<file path="src/rtl/pcs_receive_pkg.sv">
// Shared constants, state encoding and code-group helpers for the PCS receive path.
// Pure definitions; no timing or flow control of its own.
package pcs_receive_pkg;

  // Both running-disparity columns of the delimiter code groups (abcdei_fghj)
  localparam logic [9:0] K28_5_RDN = 10'b001111_1010;
  localparam logic [9:0] K28_5_RDP = 10'b110000_0101;
  localparam logic [9:0] K27_7_RDN = 10'b110110_1000;
  localparam logic [9:0] K27_7_RDP = 10'b001001_0111;
  localparam logic [9:0] K29_7_RDN = 10'b101110_1000;
  localparam logic [9:0] K29_7_RDP = 10'b010001_0111;
  localparam logic [9:0] K23_7_RDN = 10'b111010_1000;
  localparam logic [9:0] K23_7_RDP = 10'b000101_0111;

  localparam logic [7:0] PREAMBLE_DEF = 8'h55;
  localparam logic [7:0] CARRIER_EXT  = 8'h0F;

  typedef enum logic [3:0] {
    LINK_FAILED   = 4'd0,
    WAIT_FOR_K    = 4'd1,
    RX_K          = 4'd2,
    IDLE_D        = 4'd3,
    START         = 4'd4,
    RECEIVE       = 4'd5,
    RX_DATA_ERROR = 4'd6,
    TRI           = 4'd7,
    TRR           = 4'd8
  } rx_state_t;

  function automatic logic match_code(input logic [9:0] code, input logic rd,
                                      input logic [9:0] rdn, input logic [9:0] rdp);
    return code == (rd ? rdp : rdn);
  endfunction

endpackage

</file>
<file path="src/rtl/decoder_8b10b.sv">
// Combinational 8b/10b decoder for one code group in the column chosen by rd_in.
// Zero latency; no flow control.
module decoder_8b10b
  import pcs_receive_pkg::*;
(
  input  logic [9:0] code,
  input  logic       rd_in,
  output logic [7:0] octet,
  output logic       is_k,
  output logic       valid,
  output logic       rd_out
);

  logic [5:0] c6;
  logic [3:0] c4;
  logic [9:0] k28c;
  logic [2:0] ones6;
  logic [2:0] ones4;
  logic [3:0] ones10;
  logic [4:0] x;
  logic [2:0] y;
  logic [2:0] k28y;
  logic       ok6, ok4, col6, col4, rd_mid, p7, a7, a7_ok, kx7, k28_ok, d_ok, kx7_ok;

  always_comb begin
    c6     = code[9:4];
    c4     = code[3:0];
    ones6  = 3'($countones(c6));
    ones4  = 3'($countones(c4));
    ones10 = 4'($countones(code));

    ok6 = 1'b1;
    x   = 5'd0;
    case (c6)
      6'b100111, 6'b011000: x = 5'd0;
      6'b011101, 6'b100010: x = 5'd1;
      6'b101101, 6'b010010: x = 5'd2;
      6'b110001:            x = 5'd3;
      6'b110101, 6'b001010: x = 5'd4;
      6'b101001:            x = 5'd5;
      6'b011001:            x = 5'd6;
      6'b111000, 6'b000111: x = 5'd7;
      6'b111001, 6'b000110: x = 5'd8;
      6'b100101:            x = 5'd9;
      6'b010101:            x = 5'd10;
      6'b110100:            x = 5'd11;
      6'b001101:            x = 5'd12;
      6'b101100:            x = 5'd13;
      6'b011100:            x = 5'd14;
      6'b010111, 6'b101000: x = 5'd15;
      6'b011011, 6'b100100: x = 5'd16;
      6'b100011:            x = 5'd17;
      6'b010011:            x = 5'd18;
      6'b110010:            x = 5'd19;
      6'b001011:            x = 5'd20;
      6'b101010:            x = 5'd21;
      6'b011010:            x = 5'd22;
      6'b111010, 6'b000101: x = 5'd23;
      6'b110011, 6'b001100: x = 5'd24;
      6'b100110:            x = 5'd25;
      6'b010110:            x = 5'd26;
      6'b110110, 6'b001001: x = 5'd27;
      6'b001110:            x = 5'd28;
      6'b101110, 6'b010001: x = 5'd29;
      6'b011110, 6'b100001: x = 5'd30;
      6'b101011, 6'b010100: x = 5'd31;
      default:              ok6 = 1'b0;
    endcase

    // Unbalanced sub-blocks only appear in the column they flip away from
    if (ones6 == 3'd3)
      col6 = !((c6 == 6'b111000 && rd_in) || (c6 == 6'b000111 && !rd_in));
    else if (ones6 == 3'd4)
      col6 = !rd_in;
    else
      col6 = (ones6 == 3'd2) && rd_in;
    rd_mid = (ones6 == 3'd3) ? rd_in : (ones6 == 3'd4);

    ok4 = 1'b1;
    y   = 3'd0;
    p7  = 1'b0;
    a7  = 1'b0;
    case (c4)
      4'b1011, 4'b0100: y = 3'd0;
      4'b1001:          y = 3'd1;
      4'b0101:          y = 3'd2;
      4'b1100, 4'b0011: y = 3'd3;
      4'b1101, 4'b0010: y = 3'd4;
      4'b1010:          y = 3'd5;
      4'b0110:          y = 3'd6;
      4'b1110, 4'b0001: begin y = 3'd7; p7 = 1'b1; end
      4'b0111, 4'b1000: begin y = 3'd7; a7 = 1'b1; end
      default:          ok4 = 1'b0;
    endcase

    if (ones4 == 3'd2)
      col4 = !((c4 == 4'b1100 && rd_mid) || (c4 == 4'b0011 && !rd_mid));
    else if (ones4 == 3'd3)
      col4 = !rd_mid;
    else
      col4 = (ones4 == 3'd1) && rd_mid;

    // Alternate D.x.7 form is mandatory exactly where primary would make a run of five
    a7_ok = (!rd_mid && (x == 5'd17 || x == 5'd18 || x == 5'd20)) ||
            ( rd_mid && (x == 5'd11 || x == 5'd13 || x == 5'd14));
    kx7   = (x == 5'd23 || x == 5'd27 || x == 5'd29 || x == 5'd30);

    d_ok   = ok6 && col6 && ok4 && col4 && (p7 ? !a7_ok : (a7 ? a7_ok : 1'b1));
    kx7_ok = ok6 && col6 && ok4 && col4 && a7 && kx7;

    // K28.y in RD+ is the bitwise complement of its RD- form
    k28c   = rd_in ? ~code : code;
    k28_ok = (k28c[9:4] == 6'b001111);
    k28y   = 3'd0;
    case (k28c[3:0])
      4'b0100: k28y = 3'd0;
      4'b1001: k28y = 3'd1;
      4'b0101: k28y = 3'd2;
      4'b0011: k28y = 3'd3;
      4'b0010: k28y = 3'd4;
      4'b1010: k28y = 3'd5;
      4'b0110: k28y = 3'd6;
      4'b1000: k28y = 3'd7;
      default: k28_ok = 1'b0;
    endcase

    valid = k28_ok || kx7_ok || d_ok;
    is_k  = k28_ok || kx7_ok;
    octet = k28_ok ? {k28y, 5'd28} : {y, x};

    if (valid)
      rd_out = (ones4 == 3'd2) ? rd_mid : (ones4 > 3'd2);
    else if (ones10 > 4'd5)
      rd_out = 1'b1;
    else if (ones10 < 4'd5)
      rd_out = 1'b0;
    else
      rd_out = rd_in;
  end

endmodule

</file>
<file path="src/rtl/pcs_receive.sv">
// PCS receive state machine: decoded code groups in, GMII-style RXD/RX_DV/RX_ER out.
// One-cycle registered latency; no backpressure, one code group consumed per Clk.
module pcs_receive
  import pcs_receive_pkg::*;
#(
  parameter logic [7:0] PREAMBLE = PREAMBLE_DEF
) (
  input  logic        Clk,
  input  logic        mr_main_reset,
  input  logic        code_sync_status,
  input  logic [10:0] SUDI,
  output logic [7:0]  RXD,
  output logic        RX_DV,
  output logic        RX_ER,
  output logic        receiving,
  output logic        rx_disparity
);

  rx_state_t  state;
  logic [9:0] code;
  logic       rx_even;
  logic [7:0] dec_octet;
  logic       dec_is_k, dec_valid, dec_rd;
  logic       is_d, is_kc, is_s, is_t, is_r;

  assign code    = SUDI[9:0];
  assign rx_even = SUDI[10];

  decoder_8b10b u_dec (
    .code   (code),
    .rd_in  (rx_disparity),
    .octet  (dec_octet),
    .is_k   (dec_is_k),
    .valid  (dec_valid),
    .rd_out (dec_rd)
  );

  assign is_d  = dec_valid && !dec_is_k;
  assign is_kc = match_code(code, rx_disparity, K28_5_RDN, K28_5_RDP);
  assign is_s  = match_code(code, rx_disparity, K27_7_RDN, K27_7_RDP);
  assign is_t  = match_code(code, rx_disparity, K29_7_RDN, K29_7_RDP);
  assign is_r  = match_code(code, rx_disparity, K23_7_RDN, K23_7_RDP);

  always_ff @(posedge Clk or posedge mr_main_reset) begin
    if (mr_main_reset) begin
      state        <= LINK_FAILED;
      RXD          <= 8'h00;
      RX_DV        <= 1'b0;
      RX_ER        <= 1'b0;
      receiving    <= 1'b0;
      rx_disparity <= 1'b0;
    end else if (!code_sync_status) begin
      // Losing sync mid-frame is flagged once, then the link sits quiet
      state     <= LINK_FAILED;
      RXD       <= 8'h00;
      RX_DV     <= 1'b0;
      RX_ER     <= receiving;
      receiving <= 1'b0;
    end else begin
      rx_disparity <= dec_rd;
      RXD          <= 8'h00;
      RX_DV        <= 1'b0;
      RX_ER        <= 1'b0;
      case (state)
        LINK_FAILED: state <= WAIT_FOR_K;
        WAIT_FOR_K:  if (is_kc && rx_even) state <= RX_K;
        RX_K:        state <= is_d ? IDLE_D : WAIT_FOR_K;
        IDLE_D: begin
          if (is_kc && rx_even) begin
            state <= RX_K;
          end else if (is_s && rx_even) begin
            state     <= START;
            RX_DV     <= 1'b1;
            RXD       <= PREAMBLE;
            receiving <= 1'b1;
          end else begin
            state <= WAIT_FOR_K;
          end
        end
        START, RECEIVE, RX_DATA_ERROR: begin
          if (is_d) begin
            state <= RECEIVE;
            RXD   <= dec_octet;
            RX_DV <= 1'b1;
          end else if (is_t) begin
            state <= TRI;
          end else if (is_kc) begin
            state     <= RX_K;
            RX_ER     <= 1'b1;
            receiving <= 1'b0;
          end else begin
            state <= RX_DATA_ERROR;
            RX_DV <= 1'b1;
            RX_ER <= 1'b1;
          end
        end
        TRI: begin
          receiving <= 1'b0;
          if (is_r) begin
            state <= TRR;
          end else begin
            state <= WAIT_FOR_K;
            RX_ER <= 1'b1;
          end
        end
        TRR: begin
          if (is_r) begin
            RX_ER <= 1'b1;
            RXD   <= CARRIER_EXT;
          end else if (is_kc && rx_even) begin
            state <= RX_K;
          end else begin
            state <= WAIT_FOR_K;
          end
        end
        default: state <= LINK_FAILED;
      endcase
    end
  end

endmodule
</file>
<file path="config.mk">
export PLATFORM = sky130hd
export DESIGN_NAME = pcs_receive
export DESIGN_NICKNAME = d
export VERILOG_FILES = /design/src/rtl/pcs_receive_pkg.sv /design/src/rtl/decoder_8b10b.sv /design/src/rtl/pcs_receive.sv
export SDC_FILE = /design/constraint.sdc
export NUM_CORES = 1
export LEC_CHECK = 0
export ABC_AREA = 1
export CORE_ASPECT_RATIO = 2
export CORE_MARGIN = 1.5
export CORE_UTILIZATION = 45
export DETAILED_ROUTE_END_ITERATION = 12
export PLACE_DENSITY = 0.67
export SYNTH_ARGS = -nofsm -noshare
export SYNTH_HDL_FRONTEND = slang
export SYNTH_SLANG_ARGS = --single-unit
</file>
<file path="constraint.sdc">
create_clock -name Clk -period 3.7 [get_ports Clk]
set_input_delay 0.74 -clock Clk [delete_from_list [all_inputs] [get_ports Clk]]
set_output_delay 0.74 -clock Clk [all_outputs]
set_load 0.02 [all_outputs]
</file>
==> flow_summary.ini <==
[logic_synthesis]
synth_cell_types = 44
synth_flop_cell = dfrtp_1
yosys.area.top_type_share = 0.1574
syn_area_um2 = 3314
yosysTopAreaCell = nand2_1
yosys_warnings = 0
synthArstFlopShare = 1.000
synth_nets = 574
synthCells = 532
ys_seq_area_frac = 0.1208
avgSynthCellArea_um2 = 6.230
synthTopCellsByArea = nand2_1 16%, dfrtp_1 12%, nor2_1 8.7%
synth-seq-cells = 16
synth-edff-count = 0

[setup_path]
cpLargestDelayFamily = adder cells
start_kind = input pin
worstPathCellList = dlygate4sd2_1, inv_2, ha_1, ha_2, fa_2, fa_1, ha_2, fa_2, xor2_2, nor2_1, nand4_2, nand3_1, nand2_1
cp_slowest_cell = fa_2
end_kind = register
ff2ff_setup_slack_ns = 1.27
reg2reg_to = RXD[2]
critical_path_class = input pin to register
reg2reg_from = rx_disparity
cp_slowest_stage_delay_ns = 0.55
crit_arrival_ns = 3.71
reg2regPathDepth = 13
crit_buf_inv = 2
worstPathRequired_ns = 3.84
crit_fanout = 2

[run]
maxCapViolations = 0

[global_routing]
grt_pass1_vias = 3469
grt_pass1_wl_um = 15300
grt_max_degree = 26
grtUsageMet3 = 0.01355
grt_use_total = 0.2398
use_met1 = 0.2234
use_met2 = 0.4755
overflow = 0
top_usage_layer = met2
antenna_found_initial = 0

[routing]
antenna_left = 0
wl_per_cell_um = 13.45
viasPerCell = 5.288
drc = 0
num_vias = 3580
wirelength_um = 9105
dr.pass1.iters = 4
initialDrtViolationCount = 158

[sta]
whs_ns = 0.4913
max_slew_margin = 0.4701
finalHoldViolations = 0
fmax_ghz = 0.2798
rsz0062_at_grt = yes
post-route-min-period_ns = 3.574
setup_violations = 0
slew_violations = 0
worst_pin_slew_ns = 0.7876
fin_skew_ns = 0.002661
period_share = 0.9659
finalSetupTns_ns = 0

[floorplanning]
io_pins = 26
initial_core_util = 0.4596
core_area_um2 = 7212
rows = 44
die_w_um = 63.69
die_y_um = 124.4
dieArea_um2 = 7921

[hold_path]
min_to = RX_ER
min_path_cells = 2
hp-start = receiving
hold_path.class = register to register

[finish]
diodes = 0
syn_to_final_growth_pct = 22.76
drive_gt1_frac = 0.2239
nets = 628

[clock_tree]
holdBufCountCts = 0
cts-htree-levels = 1
ctsRootBufferMaster = clkbuf_16
cts_tree = yes
clk_latency_ns = 0.25
cts_sinks = 16
cts_made_buffers = 3
path_clk_slew_ns = 0.05
clockBufferDepth = 2

[place]
dp_hpwl_um = 7710
place.gp.congestion = 0.9220
port_buffers = 25

[pwr]
power.leakage_nw = 2.349
power_density_nw_per_um2 = 329.8
ir_drop_mv = 0.1420

[outcome]
outcome = complete, no violations
==> state kept, by name, summed over array words and instances, names as in the netlist <==
signal	count
receiving	1
state	4
RX_DV	1
RX_ER	1
rx_disparity	1
RXD	8
==> worst max-delay path by stage <==
| stage | cells after the start | slack [ns] | end | from |
|---|---|---|---|---|
| 2_1_floorplan | 20 | 0.13 | rx_disparity | SUDI[4] |
| 3_3_place_gp | 14 | -0.52 | rx_disparity | SUDI[0] |
| 3_5_place_dp | 18 | -0.57 | RXD[4] | SUDI[4] |
| 4_1_cts | 20 | 0.005 | RX_ER | SUDI[7] |
| 5_1_grt | 20 | -0.01 | RX_ER | SUDI[5] |
| 6_report | 13 | 0.13 | rx_disparity | SUDI[3] |
==> layout by cell type, fill, tap and decap left out, drive strengths merged <==
cell,instances
a22oi,1
a21boi,1
clkdlybuf4s50,18
clkbuf,4
o22ai,1
buf,48
o21ai,15
xnor2,7
a31oi,2
nand3b,2
o31ai,2
nand4,42
fa,6
inv,74
nand2,145
or2,1
ha,22
dfrtp,16
xor2,4
or4,1
a211oi,1
a21oi,13
nor2,88
a21o,1
nand3,59
nor4,2
nor3,5
dlygate4sd2,4
==> cells in the mapped netlist, types with 2 or more instances <==
| cell type | count |
|---|---|
| buf_6 | 8 |
| xnor2_2 | 4 |
| nand3_2 | 6 |
| nor3_2 | 2 |
| nor2_2 | 8 |
| nand3_1 | 51 |
| nor2_4 | 3 |
| xnor2_1 | 3 |
| nand3_4 | 2 |
| clkbuf_1 | 3 |
| nand2_2 | 6 |
| buf_2 | 7 |
| inv_1 | 68 |
| nor4_1 | 2 |
| nand4_2 | 12 |
| inv_2 | 5 |
| o21ai_0 | 13 |
| nor2_1 | 77 |
| a21oi_2 | 2 |
| a21oi_1 | 11 |
| nand4_1 | 30 |
| nand3b_1 | 2 |
| xor2_2 | 2 |
| ha_1 | 22 |
| fa_1 | 6 |
| nor3_1 | 3 |
| xor2_1 | 2 |
| nand2_1 | 139 |
| dfrtp_1 | 16 |
| o21ai_1 | 2 |
| o31ai_1 | 2 |
==> worst reg2reg max path, delay by kind of cell, from the launching register on <==
kind,cells,cell delay (ns)
DFF,1,0.54
buffers and inverters,4,0.46
xor gates and xnor gates,1,0.21
AOI/OAI and AO/OA,1,0.15
and+or+nand+nor,7,0.98
==> logic make-up after synthesis <==
logic type	after synthesis	share of synthesized area
buffers and inverters	95	0.1385
flip-flops	16	0.1208
AO/OA/AOI/OAI	37	0.06569
XOR/XNOR	11	0.04266
adder cells (fa/ha/maj)	28	0.1193
AND/OR/NAND/NOR	345	0.5130
==> layer usage <==
| metal | up-vias | part of all wire |
|---|---|---|
| met5 | - | 0 |
| met4 | 0 | 0.065 |
| met3 | 36 | 0.018 |
| met2 | 81 | 0.56 |
| met1 | 1638 | 0.36 |
| li1 | 1825 | - |
==> report_power, final <==
group          switching (mW)  internal, mW  leakage, nW  total [mW]
clock network          0.0685         0.164       0.0442       0.233
registers              0.0230         0.187        0.220       0.210
logic                   0.537         0.362         2.08       0.899
==> metrics by stage <==
step	worst slack (ns)	total power, mW	instances	utilization	area, um2
3_3_place_gp	-0.5168	1.018	672	0.5347	3856
5_1_grt	-0.01485	1.459	677	0.5642	4069
6_report	0.1260	1.342	677	0.5642	4069
2_1_floorplan	0.1272	0.8253	532	-	3314
3_5_place_dp	-0.5733	1.034	672	0.5347	3856
4_1_cts	0.004992	1.308	676	0.5576	4021
==> cell type report <==
type                       count  area, um2
inverter                      74      282.8
clock buffer                   4      88.84
multi-input combinational    421       2572
timing repair buffer          70      609.3
tap                           92      115.1
sequential                    16      400.4
fill                         723       3143
==> repair_timing <==
item,4_1_cts,5_1_grt
pin swaps,23,21
setup endpoints to repair,13,13
gates resized for setup,32,15
gates cloned,0,0
setup buffers,0,1
Note: power is estimated with default switching activity, not from simulation.
